### config.mk
export PLATFORM = sky130hd
export DESIGN_NAME = cp0_intc
export DESIGN_NICKNAME = d
export VERILOG_FILES = /design/src/rtl/cp0_intc.sv
export SDC_FILE = /design/constraint.sdc
export NUM_CORES = 1
export LEC_CHECK = 0
export BUFFER_PORTS_ARGS = -buffer_cell sky130_fd_sc_hd__buf_2
export CORE_MARGIN = 4
export CORE_UTILIZATION = 48
export CTS_BUF_LIST = sky130_fd_sc_hd__clkbuf_4 sky130_fd_sc_hd__clkbuf_8 sky130_fd_sc_hd__clkbuf_16
export DETAILED_ROUTE_END_ITERATION = 7
export GPL_ROUTABILITY_DRIVEN = 0
export PLACE_DENSITY = 0.85
export SYNTH_ARGS = -nofsm -noshare
export SYNTH_HDL_FRONTEND = slang
export SYNTH_SLANG_ARGS = --single-unit
### constraint.sdc
create_clock -name clk -period 3.9 [get_ports clk]
set_input_delay 0.585 -clock clk [delete_from_list [all_inputs] [get_ports clk]]
set_output_delay 0.585 -clock clk [all_outputs]
set_load 0.005 [all_outputs]
### src/rtl/cp0_intc.sv
`default_nettype none
// ============================================================================
//  Module   : cp0_intc
//  Brief    : Coprocessor-0 interrupt/exception controller (SR, Cause, EPC,
//             PRId) for the P7 MIPS core.
//  Revision : 1.0 - initial release
// ============================================================================
module cp0_intc #(
    parameter logic [31:0] HANDLER_ADDR = 32'h0000_4180,
    parameter logic [31:0] PRID_VALUE   = 32'h1622_0001
) (
    input  logic        clk,
    input  logic        reset,
    input  logic [31:0] pc,
    input  logic        bd,
    input  logic        exc_req,
    input  logic [4:0]  exc_code,
    input  logic [5:0]  hw_int,
    input  logic [4:0]  sel,
    input  logic        we,
    input  logic [31:0] din,
    input  logic        eret,
    output logic [31:0] dout,
    output logic        int_req,
    output logic [31:0] epc_out,
    output logic [31:0] handler_pc
);

    localparam logic [4:0] c_sel_sr    = 5'd12;
    localparam logic [4:0] c_sel_cause = 5'd13;
    localparam logic [4:0] c_sel_epc   = 5'd14;
    localparam logic [4:0] c_sel_prid  = 5'd15;

    logic [5:0]  r_im;
    logic        r_exl;
    logic        r_ie;
    logic        r_bd;
    logic [5:0]  r_ip;
    logic [4:0]  r_exc_code;
    logic [31:0] r_epc;

    logic        w_irq_pend;
    logic [31:0] w_pc_aligned;
    logic [31:0] w_epc_next;
    logic [31:0] w_sr;
    logic [31:0] w_cause;
    logic        w_unused;

    assign w_irq_pend   = (|(r_ip & r_im)) & r_ie & ~r_exl;
    assign int_req      = w_irq_pend | (exc_req & ~r_exl);

    // A delay-slot victim restarts at the branch so the branch re-executes.
    assign w_pc_aligned = {pc[31:2], 2'b00};
    assign w_epc_next   = bd ? (w_pc_aligned - 32'd4) : w_pc_aligned;

    assign w_sr         = {16'b0, r_im, 8'b0, r_exl, r_ie};
    assign w_cause      = {r_bd, 15'b0, r_ip, 3'b0, r_exc_code, 2'b0};

    assign epc_out      = r_epc;
    assign handler_pc   = HANDLER_ADDR;

    assign w_unused     = ^{pc[1:0], din[31:16], din[9:2]};

    always_ff @(posedge clk) begin
        if (reset) begin
            r_im       <= '0;
            r_exl      <= 1'b0;
            r_ie       <= 1'b0;
            r_bd       <= 1'b0;
            r_ip       <= '0;
            r_exc_code <= '0;
            r_epc      <= '0;
        end else begin
            r_ip <= hw_int;
            if (int_req) begin
                // The flushed instruction's MTC0/ERET is discarded.
                r_exl      <= 1'b1;
                r_bd       <= bd;
                r_exc_code <= w_irq_pend ? 5'd0 : exc_code;
                r_epc      <= w_epc_next;
            end else begin
                if (we && (sel == c_sel_sr)) begin
                    r_im  <= din[15:10];
                    r_exl <= din[1];
                    r_ie  <= din[0];
                end
                if (we && (sel == c_sel_epc)) begin
                    r_epc <= din;
                end
                // Placed last so ERET's clear overrides an SR write of EXL.
                if (eret) begin
                    r_exl <= 1'b0;
                end
            end
        end
    end

    always_comb begin
        dout = '0;
        case (sel)
            c_sel_sr:    dout = w_sr;
            c_sel_cause: dout = w_cause;
            c_sel_epc:   dout = r_epc;
            c_sel_prid:  dout = PRID_VALUE;
            default:     dout = '0;
        endcase
    end

endmodule
`default_nettype wire

==> impl_metrics.tcl <==
set metrics [dict create \
    cts_sinks 52 \
    crit_arrival_ns 1.94 \
    setup_viol 0 \
    worst_slew_pin_slew_ns 0.9603 \
    r2r-end "epc_out[28]" \
    wl_met2_um 5001 \
    comb_power_share 0.194 \
    min_from "r_bd" \
    viasPerCell 5.462 \
    worst_hold_slack_ns 0.4605 \
    max_freq_ghz 0.3957 \
    whs_endpoint "r_bd" \
    n_fill_cell 591 \
    synth_edf_count 0 \
    dieArea_sq_um 8221 \
    area_growth_pct 22.69 \
    grt_pass1_wl_um 15750 \
    ctsResizeCount 0 \
    drive_gt1_frac 0.3188 \
    p_per_area_nw_per_um2 281.3 \
    ctsHoldBuffers 0 \
    sw_frac_of_total 0.3006 \
    grt-ovfl-total 0 \
    io_pins 183 \
    worst_slack_ns 1.373 \
    rows 29 \
    die_height_um 90.67 \
    dr_wl_met3_um 767 \
    wire_per_inst_um 16.02 \
    p_seq_frac 0.519 \
    grt_use_total 0.2294 \
    coreArea_sq_um 6495 \
    vdd_drop_max_mv 0.1395 \
    detail-route-antenna-nets 0 \
    synth_area_leaders "dfxtp_1, buf_4, nand2_1, nor2_1, xnor2_1" \
    post-route-drc-count 0 \
    clockPowerShare 0.287 \
    die_w_um 90.67 \
    place_area_sq_um 3930 \
    required_ns 3.31 \
    slew_violations 0 \
    finalHoldViolCount 0 \
    top_layer "met4" \
    max_slew_margin 0.3598 \
    ys_seq_elements 52 \
    layout.nets 635 \
    synth_flop_cell "dfxtp_1" \
    floorplan.initialDensity 0.5051 \
    grt_max_degree 53 \
    antennaDiodeCount 0 \
    crit_type "input pin to primary output" \
    setup_tns_ns 0 \
    final_common_cell "buf_2" \
    drtIter0Drc 203 \
    finClkSkew_ns 0.01527 \
    worstPathMaxFanout 19 \
    cts_tree "yes" \
    root_buffer "clkbuf_8" \
    drv_cap 0 \
    ys_warn_count 0 \
    hold_depth 2 \
    rsz0062_at_grt "no" \
    total_power_w 0.001132 \
    antenna_found_initial 0 \
    h-tree-depth 2 \
    syn_inst 417 \
    reg2reg_depth 6 \
    worstSetupEndpointType "primary output" \
    yosysUniqueCellTypes 45 \
    cts.clk_slew.worst_paths_ns 0.11 \
    finalCriticalPeriod_ns 2.527 \
    grt_pass1_vias 3297 \
    cp-start-kind "input pin" \
    outcome "finished, final reports clean" \
    switchingPower_w 0.0003405 \
    wl_met1_um 4181 \
    routed_wl_um 10030 \
    yosysSeqAreaShare 0.3173 \
    synthArstFlopShare 0 \
    cts_buffer_depth 2 \
    finalCritPeriodShare 0.6479 \
    postCtsSetupBuffers 0 \
    hold_path.class "flop to flop" \
    cts_made_buffers 5 \
    leakage_nw 1.814 \
    r2r_start "r_im[0]" \
    slowest_delay_ns 0.31 \
    clk_latency_ns 0.31 \
    synth_area_sq_um 3281 \
    synth_top_area_share 0.3173 \
    regToRegSetupSlack_ns 1.69 \
    synth_area_leader_cell "dfxtp_1" \
    avgSynthCellArea_sq_um 7.867 \
    final_cell_mix "buf_2, nand2_1, dfxtp_1, nor2_1, conb_1" \
    crit_chain "buf_2 > nand4b_1 > buf_4 > nor2_2 > buf_4 > a22o_1 > buf_2" \
    slowest_stage "buf_4" \
    first_pass_iters 4 \
    vias 3419 \
    place_ws_ns 1.301 \
    dpl.hpwl_um 7563 \
    portBuffers 148 \
    p_int_w 0.0007920 \
    design_area_sq_um 4025 \
]
-- per-layer routing --
layer / global-route usage / up-vias
li1: - / 1678
met1: 0.2904 / 1575
met2: 0.4002 / 157
met3: 0.04500 / 9
met4: 0.05230 / 0
met5: 0 / -
-- how the worst max path moves through the flow --
stage | from | endpoint | cells past startpoint
detailed placement | pc[18] | epc_out[28] | 6
CTS | sel[4] | dout[31] | 7
global route | sel[4] | dout[31] | 7
global placement | pc[18] | epc_out[28] | 6
floorplan | exc_req | int_req | 6
finish | sel[4] | dout[31] | 7
-- registers in the layout, summed over array words and instances, names as in the netlist --
register	flops
r_ie	1
r_ip	6
r_im	6
r_bd	1
r_exl	1
epc_out	32
r_exc_code	5
-- cells by family (layout without fill, tap and decap cells) --
family | Yosys count | in the layout | synth area share
AOI/OAI and AO/OA | 76 | 76 | 0.1739
xor gates and xnor gates | 28 | 28 | 0.07475
adders and majority gates | 1 | 1 | 0.003813
buffers and inverters | 64 | 166 | 0.1133
DFF | 52 | 52 | 0.3173
muxes | 9 | 9 | 0.02746
other | 2 | 32 | 0.002289
and+or+nand+nor | 185 | 185 | 0.2872
-- critical path, delay by kind of cell --
family / cells / cell delay, ns
simple gates: 2 / 0.41
compound gates: 1 / 0.21
buf+inv: 4 / 0.73
-- Yosys cell counts, types with 2 or more instances --
master    count
mux2i_1       9
a22oi_1      14
a211oi_1      2
a21oi_1      20
xor2_1       11
nor4b_1       2
and3_1        4
nand4_1       8
conb_1        2
a221oi_1     15
nand3_1       3
nor4_4        2
nor4_1        7
a31o_2        2
nor2b_1       7
nand3b_1      2
dfxtp_1      52
a22o_1        7
and2_1       15
a311oi_1     11
nand4b_1      2
inv_1         3
or3_1         2
nor3b_1       3
clkbuf_1     26
nor4_2        2
buf_4        33
nand2_1      63
or4_1         2
xnor2_1      17
nor2_1       42
nor3_1       14
-- layout make-up --
cell class | instances | area (sq um) | share of cell area
multi-input cells | 331 | 1988 | 0.4939
flip-flops and latches | 52 | 1041 | 0.2586
repair buffers | 155 | 793.3 | 0.1971
well taps | 77 | 96.34 | 0.02394
clock buffers | 5 | 68.82 | 0.01710
clock inverters | 3 | 26.28 | 0.006528
inverters | 3 | 11.26 | 0.002798
-- stage by stage --
| stage | cells | utilization |
|---|---|---|
| after floorplan | 447 | - |
| after global placement | 618 | 0.6051 |
| after detailed placement | 618 | 0.6051 |
| after CTS | 626 | 0.6197 |
| after global routing | 626 | 0.6197 |
| final | 626 | 0.6197 |
-- power by group through the flow --
stage	clock network, W	registers, W	logic, W
floorplan	0	0.000596	0.000130
CTS	0.000333	0.000587	0.000218
finish	0.000325	0.000588	0.000219
detailed placement	0	0.000599	0.000217
global placement	0	0.000598	0.000210
global route	0.000352	0.000593	0.000242
No activity file was read; power rests on OpenSTA's default activity.
